**src/rtl/fpu_arith_pkg.sv**
```systemverilog
// Shared widths, constants and state encoding for the FPU arithmetic-unit arbiter.
// Latency: n/a (package only).
// Backpressure: n/a (package only).
package fpu_arith_pkg;

    localparam int FP80_W = 80;
    localparam int OP_W   = 5;
    localparam int RND_W  = 2;

    // Default quiet NaN returned when the unit never answers.
    localparam logic [FP80_W-1:0] FP80_QNAN = 80'hFFFF_C000_0000_0000_0000;

    typedef enum logic [1:0] {
        ST_IDLE = 2'd0,
        ST_BUSY = 2'd1,
        ST_RESP = 2'd2
    } arb_state_e;

endpackage

```
**src/rtl/fpu_rr_picker.sv**
```systemverilog
// Round-robin picker: first asserted request at or after ptr, searching cyclically.
// Latency: purely combinational, zero cycles.
// Backpressure: none; the caller decides when the winner is consumed.
module fpu_rr_picker #(
    parameter int NUM_REQ = 2,
    parameter int IDX_W   = (NUM_REQ > 1) ? $clog2(NUM_REQ) : 1
) (
    input  logic [NUM_REQ-1:0] req,
    input  logic [IDX_W-1:0]   ptr,
    output logic [NUM_REQ-1:0] win_onehot,
    output logic [IDX_W-1:0]   win_idx,
    output logic               win_vld
);

    int cand;

    // Walk the requesters starting at ptr and stop at the first one asserted.
    always_comb begin
        win_onehot = '0;
        win_idx    = '0;
        win_vld    = 1'b0;
        cand       = 0;
        for (int k = 0; k < NUM_REQ; k++) begin
            cand = int'(ptr) + k;
            if (cand >= NUM_REQ) begin
                cand = cand - NUM_REQ;
            end
            if (!win_vld && req[IDX_W'(cand)]) begin
                win_vld                   = 1'b1;
                win_onehot[IDX_W'(cand)]  = 1'b1;
                win_idx                   = IDX_W'(cand);
            end
        end
    end

endmodule

```
**src/rtl/fpu_arith_arbiter.sv**
```systemverilog
// Shares one FPU arithmetic unit between NUM_REQ requesters, round-robin, one op in flight.
// Latency: request seen in IDLE at N -> arith_enable at N+1; arith_done at M -> rsp_done at M+1.
// Backpressure: requesters hold req_valid until rsp_done; optional watchdog via FPU_ARB_TIMEOUT_EN.
module fpu_arith_arbiter
    import fpu_arith_pkg::*;
#(
    parameter int NUM_REQ        = 2,
    parameter int TIMEOUT_CYCLES = 4096
) (
    input  logic                      clk,
    input  logic                      reset,
    input  logic [NUM_REQ-1:0]        req_valid,
    input  logic [OP_W*NUM_REQ-1:0]   req_op,
    input  logic [RND_W*NUM_REQ-1:0]  req_rounding,
    input  logic [FP80_W*NUM_REQ-1:0] req_a,
    input  logic [FP80_W*NUM_REQ-1:0] req_b,
    output logic [NUM_REQ-1:0]        rsp_done,
    output logic [FP80_W-1:0]         rsp_result,
    output logic [NUM_REQ-1:0]        grant,
    output logic                      busy,
    output logic                      arith_enable,
    output logic [OP_W-1:0]           arith_op,
    output logic [RND_W-1:0]          arith_rounding,
    output logic [FP80_W-1:0]         arith_a,
    output logic [FP80_W-1:0]         arith_b,
    input  logic [FP80_W-1:0]         arith_result,
    input  logic                      arith_done,
    output logic                      timeout_err
);

    localparam int IDX_W = $clog2(NUM_REQ);

    if (NUM_REQ < 2 || NUM_REQ > 4 || TIMEOUT_CYCLES < 1) begin : g_bad_param
        $error("fpu_arith_arbiter: NUM_REQ must be 2..4 and TIMEOUT_CYCLES >= 1");
    end

    arb_state_e         state;
    arb_state_e         state_nxt;
    logic [IDX_W-1:0]   ptr;
    logic [IDX_W-1:0]   owner;
    logic [NUM_REQ-1:0] pick_onehot;
    logic [IDX_W-1:0]   pick_idx;
    logic               pick_vld;
    logic               wd_expire;

    fpu_rr_picker #(
        .NUM_REQ (NUM_REQ),
        .IDX_W   (IDX_W)
    ) u_picker (
        .req        (req_valid),
        .ptr        (ptr),
        .win_onehot (pick_onehot),
        .win_idx    (pick_idx),
        .win_vld    (pick_vld)
    );

`ifdef FPU_ARB_TIMEOUT_EN
    logic [31:0] wd_cnt;

    // Give up only if the unit has not answered in this very cycle.
    assign wd_expire = (state == ST_BUSY) && !arith_done && (wd_cnt == 32'(TIMEOUT_CYCLES));

    // Watchdog: cleared on the way into BUSY, then counts every BUSY cycle.
    always_ff @(posedge clk or posedge reset) begin
        if (reset) begin
            wd_cnt <= '0;
        end else if (state == ST_IDLE && pick_vld) begin
            wd_cnt <= '0;
        end else if (state == ST_BUSY) begin
            wd_cnt <= wd_cnt + 32'd1;
        end
    end

    // Sticky error flag; only reset clears it.
    always_ff @(posedge clk or posedge reset) begin
        if (reset) begin
            timeout_err <= 1'b0;
        end else if (wd_expire) begin
            timeout_err <= 1'b1;
        end
    end
`else
    assign wd_expire   = 1'b0;
    assign timeout_err = 1'b0;
`endif

    // State register.
    always_ff @(posedge clk or posedge reset) begin
        if (reset) begin
            state <= ST_IDLE;
        end else begin
            state <= state_nxt;
        end
    end

    // Next-state: grant in IDLE, wait for the unit (or watchdog) in BUSY, one RESP cycle.
    always_comb begin
        state_nxt = state;
        case (state)
            ST_IDLE: if (pick_vld) state_nxt = ST_BUSY;
            ST_BUSY: if (arith_done || wd_expire) state_nxt = ST_RESP;
            ST_RESP: state_nxt = ST_IDLE;
            default: state_nxt = ST_IDLE;
        endcase
    end

    // Outputs decoded from registered state only, so no request reaches enable combinationally.
    always_comb begin
        arith_enable = (state == ST_BUSY);
        busy         = (state == ST_BUSY);
        rsp_done     = '0;
        if (state == ST_RESP) begin
            rsp_done = grant;
        end
    end

    // Datapath: latch the winner's operands, capture the result, advance the pointer after RESP.
    always_ff @(posedge clk or posedge reset) begin
        if (reset) begin
            grant          <= '0;
            owner          <= '0;
            ptr            <= '0;
            arith_op       <= '0;
            arith_rounding <= '0;
            arith_a        <= '0;
            arith_b        <= '0;
            rsp_result     <= '0;
        end else begin
            case (state)
                ST_IDLE: begin
                    if (pick_vld) begin
                        grant          <= pick_onehot;
                        owner          <= pick_idx;
                        arith_op       <= req_op[pick_idx*OP_W +: OP_W];
                        arith_rounding <= req_rounding[pick_idx*RND_W +: RND_W];
                        arith_a        <= req_a[pick_idx*FP80_W +: FP80_W];
                        arith_b        <= req_b[pick_idx*FP80_W +: FP80_W];
                    end
                end
                ST_BUSY: begin
                    if (arith_done) begin
                        rsp_result <= arith_result;
                    end else if (wd_expire) begin
                        rsp_result <= FP80_QNAN;
                    end
                end
                ST_RESP: begin
                    grant <= '0;
                    if (owner == IDX_W'(NUM_REQ - 1)) begin
                        ptr <= '0;
                    end else begin
                        ptr <= owner + IDX_W'(1);
                    end
                end
                default: begin
                end
            endcase
        end
    end

endmodule

```
**config.mk**
```make
export PLATFORM = sky130hd
export DESIGN_NAME = fpu_arith_arbiter
export DESIGN_NICKNAME = d
export VERILOG_FILES = /design/src/rtl/fpu_arith_pkg.sv /design/src/rtl/fpu_rr_picker.sv /design/src/rtl/fpu_arith_arbiter.sv
export SDC_FILE = /design/constraint.sdc
export NUM_CORES = 1
export LEC_CHECK = 0
export CELL_PAD_IN_SITES_DETAIL_PLACEMENT = 1
export CELL_PAD_IN_SITES_GLOBAL_PLACEMENT = 1
export CORE_AREA = 2 2 258 260
export CTS_CLUSTER_DIAMETER = 60
export CTS_CLUSTER_SIZE = 28
export DETAILED_ROUTE_END_ITERATION = 10
export DIE_AREA = 0 0 260 262
export PLACE_DENSITY = 0.53
export SLEW_MARGIN = 15
export SYNTH_ARGS = -nofsm -noshare
export SYNTH_HDL_FRONTEND = slang
export SYNTH_SLANG_ARGS = --single-unit
```
**constraint.sdc**
```tcl
create_clock -name clk -period 22.6 [get_ports clk]
set_input_delay 4.52 -clock clk [delete_from_list [all_inputs] [get_ports clk]]
set_output_delay 4.52 -clock clk [all_outputs]
set_load 0.02 [all_outputs]
```
Word-level counts from Yosys, hierarchy flattened:

Cells that the tools add are included.

* input port bits: 419
* logic and storage cells: 63
* register bits: 253

* shifts and indexed selects: 4
* muxes and demuxes: 23
* reduce and logical (&&, ||, !) cells: 10
* multipliers: 2
* equality and inequality tests: 4
* $lt $le $gt $ge: 6
* $add $sub $neg: 4
* bitwise operators: 1

Operator list (number)
* variable part select 160 x 9 -> 80 bit: 2
* 2-to-1 mux 1 bit: 13
* 2-to-1 mux 2 bit: 6
* variable part select 10 x 5 -> 5 bit: 1
* multiplier 1 x 3 -> 4 bit, second input constant: 2
* case mux 2 bit (2 select lines): 2
* AND reduction 2 bit: 4
* < comparator 1 x 3 -> 1 bit, second input constant: 2
* variable part select 4 x 3 -> 2 bit: 1
* logical AND 1 bit: 3
* adder 1 x 1 -> 2 bit, second input constant: 1
* demux 1 bit (select 1 bit): 2
* equality test 2 x 1 -> 1 bit, second input constant: 1
* equality test 2 bit, second input constant: 1
* >= comparator 1 bit, second input constant: 2
* >= comparator 1 x 2 -> 1 bit, second input constant: 1
* >= comparator 2 bit, second input constant: 1
* zero test 2 bit: 1
* inequality test 2 x 1 -> 1 bit, second input constant: 1
* inequality test 2 bit, second input constant: 1
* OR 2 bit: 1
* nonzero test 2 bit: 1
* subtractor 1 bit, second input constant: 2
* adder 1 bit, second input constant: 1
* zero test 1 bit: 1

Depth between registers and ports, before layout:

Gate-level depths: netlist (run 1).

* depth after elaboration: 11
* gate-level depth with buffers: 5

Hierarchy:

A second synthesis (run 1) with hierarchy kept.

* cells, all modules: 742
* area total of the unflattened synthesis: 12473.2 um^2

By module, submodules not included
* fpu_arith_arbiter: sequential area each 6331.1 um^2, area an instance 12438.2 um^2, times used 1, cells each 737
* fpu_rr_picker: sequential area each 0.0 um^2, area an instance 35.0 um^2, times used 1, cells each 5

Worst setup path before layout (run 1):

OpenSTA, ideal clock, no wires.

* path type: input-to-reg
* start point: input port req_valid[0]
* end point: register arith_a[18]
* data arrival time: 5.479 ns
* cell stages on the path: 4
* slack: 16.997 ns
* path through: nor3b_2 buf_4 buf_6 mux2_2

* cells in the longest elaborated chain, start to end: 8
* elaborated cells between the ends (all ways): 13
* classes of those cells: 1 x mul; 1 x shift; 8 x mux; 3 x reduce/logical

RTL lines
* from (decl): RTL line fpu_arith_arbiter.sv:12 `input logic [NUM_REQ-1:0] req_valid,`
* 2-to-1 mux 1 bit (implied by the code) (2 in series): RTL line fpu_rr_picker.sv:28 `if (!win_vld && req[IDX_W'(cand)]) begin`
* 2-to-1 mux 1 bit: RTL line fpu_rr_picker.sv:28
* zero test 1 bit: RTL line fpu_rr_picker.sv:28
* logical AND 1 bit: RTL line fpu_rr_picker.sv:28
* 2-to-1 mux 1 bit: RTL line fpu_rr_picker.sv:28
* multiplier 1 x 3 -> 4 bit: RTL line fpu_arith_arbiter.sv:136 `arith_a <= req_a[pick_idx*FP80_W +: FP80_W];`
* variable part select 160 x 9 -> 80 bit: RTL line fpu_arith_arbiter.sv:136
* to (signal assigned): RTL line fpu_arith_arbiter.sv:136
* to (decl): RTL line fpu_arith_arbiter.sv:24 `output logic [FP80_W-1:0] arith_a,`

Parallel ways exist; a longest one is shown, timed or not. The select of a mux whose other input is x is not followed.
A chain may end at the register's enable or synchronous reset.

==> results.txt, run 1 <==
final hold violations: 0
CTS Hold Bufs: 0
First-pass DRT Iterations: 4
Mean Syn Cell Area: 15.7 um2
final worst-path cycle share: 0.304
setup TNS: 0 ns
Initial Utilization: 0.176
met3 global-route usage: 0.0540
hold crit path type: reg2reg
Die Area: 68,100 um2
multiplexer area fraction after synthesis: 0.407
nets: 1,817
Max H-tree Level: 2
Via density: 3.80
RSZ-0062 raised after global routing: false
largest family of logic cells by synthesized area: multiplexers
Worst Setup Start Kind: input pin
GRT busiest layer: met2
Crit. End Element: async pin
compound-cell area share of the yosys netlist: 0.00185
number of global-route vias before repair: 9,925
final slew viol count: 0
slew margin rel.: 0.257
Synth Area in Simple Gates: 0.00414
CTS resizes: 0
Synth Area in XOR/XNOR: 0
CTS clk-pin slew, worst paths: 0.05 ns
Filler Cells Inserted: 7,032
pin count of the biggest net entering global routing: 118
clock share of power: 0.203
library cells used by synthesis: 18
synth top area cells: dfrtp_1 (55%), mux2_2 (41%), buf_6 (2.4%)
met1 Track Usage GR: 0.132
Die W: 260 um
Worst Hold Path Cells: 1
Power Dens Cells: 138 nW/um2
Post-Synth Adder-Cell Area: 0
Total GRT Usage: 0.126
Cell Count, Final, Fillers Out: 2,293
area of the multi-input gates: 4770 um2
# Post-CTS Setup Buffers: 0
hpwl dp: 33,800 um
final wirelength: 44,600 um
Cells after DPL: 2,224
first-pass GRT wire length: 64,300 um
Synth area leader: dfrtp_1
Comb power frac: 0.502
Psw: 1000 uW
crit path max fanout: 117
register area share after synthesis: 0.548
average wire per standard cell: 19.4 um
Core Box Area: 65,300 um2
Root Buffer: clkbuf_16
Seq pwr share: 0.295
Slew @ Worst Pin: 1.11 ns
via count: 8,707
synthesis warning total: 0
CTS tree: yes
initial antenna violation count: 6
Port Buf Inserts: 668
fmax: 0.145 GHz
DRC errors left: 0
Mapped Area: 11,500 um2
commonest non-fill, non-tap cell in the layout: clkdlybuf4s50_1
GRT Residual Overflow: 0
Yosys reg bits: 252
FP Rows: 94
IO Pins: 673
run status: complete, no violations
r2r worst-path depth: 4
Int Power: 1770 uW
total CTS buffers: 36
worst path required time: 23.12 ns
CTS Sinks: 252
leakage: 0.00787 uW
Placer Congestion: 0.768
share of cells above drive strength 1: 0.342
most frequent cells in the layout: clkdlybuf4s50_1 (668), mux2_2 (415), dfrtp_1 (251)
worst vdd ir: 0.0000623 V
Cells after Synth: 732
Max-Cap Viols: 0
top-area cell type share of the netlist area: 0.548
Setup Crit Path Kind: in2async
Starting DRT DRC Count: 221
GR met2 Demand/Resource: 0.229
ANT nets after route: 0
Clock Latency Late Sink: 0.55 ns
clk buf depth: 3
CP arrival: 7.40 ns
Setup WS pre-CTS: 14.86 ns
Die Y: 262 um
total area of sequential cells: 6310 um2
final setup fails: 0
sw frac: 0.362
post-route worst setup slack: 15.72 ns
final worst clock skew: 0.0283 ns
P&R area growth vs syn: 75.0%
final worst path period need: 6.88 ns
## synthesized netlist by cell type
cell type and instances:
inv_1 4, buf_1 1, mux2i_1 1, mux2_2 415, buf_6 25, nor3b_2 1
o21ai_0 1, or3b_2 1, nand2b_1 1, nor2b_1 1, buf_4 6, a22o_1 1
o21bai_1 1, nand3b_1 1, and2_1 1, buf_2 18, dfrtp_1 252, conb_1 1
## registers in the layout, summed over array words and instances (netlist names)
signal	count
arith_b	80
ptr	1
rsp_result	80
grant	1
arith_op	5
state	2
arith_a	80
owner	1
arith_rounding	2
## through the flow
step | hold WS (ns) | instance area (um2) | util | total power [uW]
CTS | 0.452 | 20100 | 0.308 | 2840
detailed placement | 0.439 | 18900 | 0.290 | 2250
floorplan | 0.420 | 11500 | - | 1560
finish | 0.451 | 20100 | 0.308 | 2780
global placement | 0.435 | 18900 | 0.290 | 2230
global route | 0.464 | 20100 | 0.308 | 2950
## path summary, 6_finish.rpt
path	start	endpoint	slack (ns)
worst max-delay path	reset	arith_a[61]	15.72
worst min-delay path	owner	ptr	0.45
worst max register to register	state[0]	arith_b[4]	19.96
worst min register to register	owner	ptr	0.45
max in group clk	req_valid[0]	arith_b[4]	15.94
min in group asynchronous	reset	rsp_result[34]	4.47
## metal layers
layer | part of all wire | routed length (um)
met1 | 0.35 | 15600
met2 | 0.52 | 23400
met3 | 0.11 | 4730
met4 | 0.018 | 789
met5 | 0.00052 | 23
## power by group through the flow
| stage | Combinational [uW] | Sequential, uW | Clock, uW |
|---|---|---|---|
| 6_report | 1390 | 818 | 564 |
| 5_1_grt | 1480 | 858 | 610 |
| 4_1_cts | 1420 | 825 | 594 |
| 3_5_place_dp | 1420 | 828 | 0 |
| 3_3_place_gp | 1420 | 815 | 0 |
| 2_1_floorplan | 479 | 1080 | 0 |
## critical path, cell delays in order
cell             delay [ns]
clkdlybuf4s50_1        0.49
inv_8                  0.52
buf_4                  0.85
buf_4                  0.82
## area by class of cell
cell class | instances | share of cell area
diodes | 5 | 0.000622
flip-flops and latches | 252 | 0.314
well taps | 864 | 0.0537
multi-input cells | 428 | 0.237
clock inverters | 21 | 0.0106
repair buffers | 676 | 0.335
inverters | 4 | 0.00112
clock buffers | 43 | 0.0481
## cells by family after synthesis
logic type,count (synthesis)
and+or+nand+nor,6
other,1
AOI/OAI and AO/OA,3
muxes,416
DFF,252
buffers and inverters,54
Note: power is estimated with default switching activity, not from simulation.
==> run 2, diff against run 1 <==
CORE_AREA = 2 2 263 265   (was 2 2 258 260)
DIE_AREA = 0 0 265 267   (was 0 0 260 262)
PLACE_DENSITY = 0.52   (was 0.53)
clock period = 7.2 ns   (was 22.6 ns; I/O delays follow)
==> results.txt, run 2 (same netlist as run 1, synthesis figures left out) <==
run status: complete, no violations
Die Area: 70,800 um2
final worst-path cycle share: 0.478
Max H-tree Level: 2
Reg-to-Reg End: rsp_result[59]
Core Box Area: 68,000 um2
FP Rows: 96
worst reg2reg path startpoint: state[1]
Setup WS pre-CTS: 3.20 ns
Root Buffer: clkbuf_16
Filler Cells Inserted: 7,314
GRT Residual Overflow: 0
average wire per standard cell: 18.7 um
P&R area growth vs syn: 75.5%
Worst Setup Start Kind: flop
Die W: 265 um
share of cells above drive strength 1: 0.342
final worst path period need: 3.44 ns
CTS Sinks: 252
r2r worst-path depth: 3
number of global-route vias before repair: 9,817
Port Buf Inserts: 668
Setup Crit Path Kind: reg2out
RSZ-0062 raised after global routing: false
Placer Congestion: 0.741
commonest non-fill, non-tap cell in the layout: clkdlybuf4s50_1
hpwl dp: 32,800 um
# Post-CTS Setup Buffers: 0
pin count of the biggest net entering global routing: 130
Initial Utilization: 0.169
CTS clk-pin slew, worst paths: 0.05 ns
Via density: 3.79
final slew viol count: 0
Slew @ Worst Pin: 0.896 ns
final hold violations: 0
CTS Hold Bufs: 0
post-route worst setup slack: 3.76 ns
Total GRT Usage: 0.118
Cell Count, Final, Fillers Out: 2,303
Final Power: 8700 uW
Worst Hold Path Cells: 1
leakage: 0.00786 uW
final setup fails: 0
setup TNS: 0 ns
ANT nets after route: 0
IO Pins: 673
Clock Latency Late Sink: 0.52 ns
first-pass GRT wire length: 63,200 um
CP arrival: 2.00 ns
most frequent cells in the layout: clkdlybuf4s50_1 (668), mux2_2 (415), dfrtp_1 (251)
slew margin rel.: 0.401
initial antenna violation count: 1
CTS tree: yes
Regs by FF count: arith_a: 80 flops, arith_b: 80 flops, rsp_result: 80 flops
fmax: 0.291 GHz
Die Y: 267 um
CTS resizes: 0
Starting DRT DRC Count: 169
total CTS buffers: 35
DRC errors left: 0
Cells after DPL: 2,240
Max-Cap Viols: 0
Crit. End Element: output pin
hold wc startpoint: owner
hold crit path type: reg2reg
Min Hold Slack: 0.442 ns
crit path max fanout: 6
nets: 1,814
final wirelength: 43,100 um
worst path required time: 5.76 ns
worst vdd ir: 0.000216 V
WHS Endpoint: ptr
final worst clock skew: 0.0146 ns
First-pass DRT Iterations: 4
R2R Setup Slk: 4.67 ns
via count: 8,732
clk buf depth: 3
Power Dens Cells: 431 nW/um2
-- run 2: per-stage QoR --
step                 util  area [um2]
CTS                 0.297       20200
floorplan               -       11500
global placement    0.279       19000
detailed placement  0.279       19000
finish              0.297       20200
global route        0.297       20200
-- run 2: routing by layer --
metal	routed length, um	share of wire	GRT usage
met2	22900	0.53	0.218
met5	0	0	0
met1	15000	0.35	0.121
met4	916	0.021	0.0334
met3	4250	0.099	0.0495
-- run 2: worst max-delay path by stage --
stage	slack, ns	depth (start not counted)	end	start
floorplan	2.44	1	arith_a[0]	reset
global placement	3.19	4	rsp_result[59]	arith_done
detailed placement	3.20	4	rsp_result[45]	arith_done
CTS	3.66	3	rsp_done[0]	state[1]
global route	3.61	3	rsp_done[0]	state[1]
finish	3.76	3	rsp_done[0]	state[1]
-- run 2: report_power, final --
part	internal (uW)	switching [uW]
clock	1050	717
combinational	2380	1980
sequential	2140	430
total	5570	3120
-- run 2: worst max-delay path, stage by stage (launching register included) --
cell and delay (ns):
dfrtp_1 0.44, nor2b_1 0.24, and2_1 0.16, clkdlybuf4s50_1 0.65
-- run 2: layout make-up --
cell class | count | area (um2) | share of cell area
Antenna cell | 1 | 2.50 | 0.000124
Clock buffer | 41 | 961 | 0.0476
Tap cell | 882 | 1100 | 0.0547
Multi-Input combinational cell | 428 | 4770 | 0.236
Clock inverter | 21 | 229 | 0.0113
Timing Repair Buffer | 674 | 6780 | 0.336
Inverter | 4 | 18.8 | 0.000930
Sequential cell | 252 | 6310 | 0.313
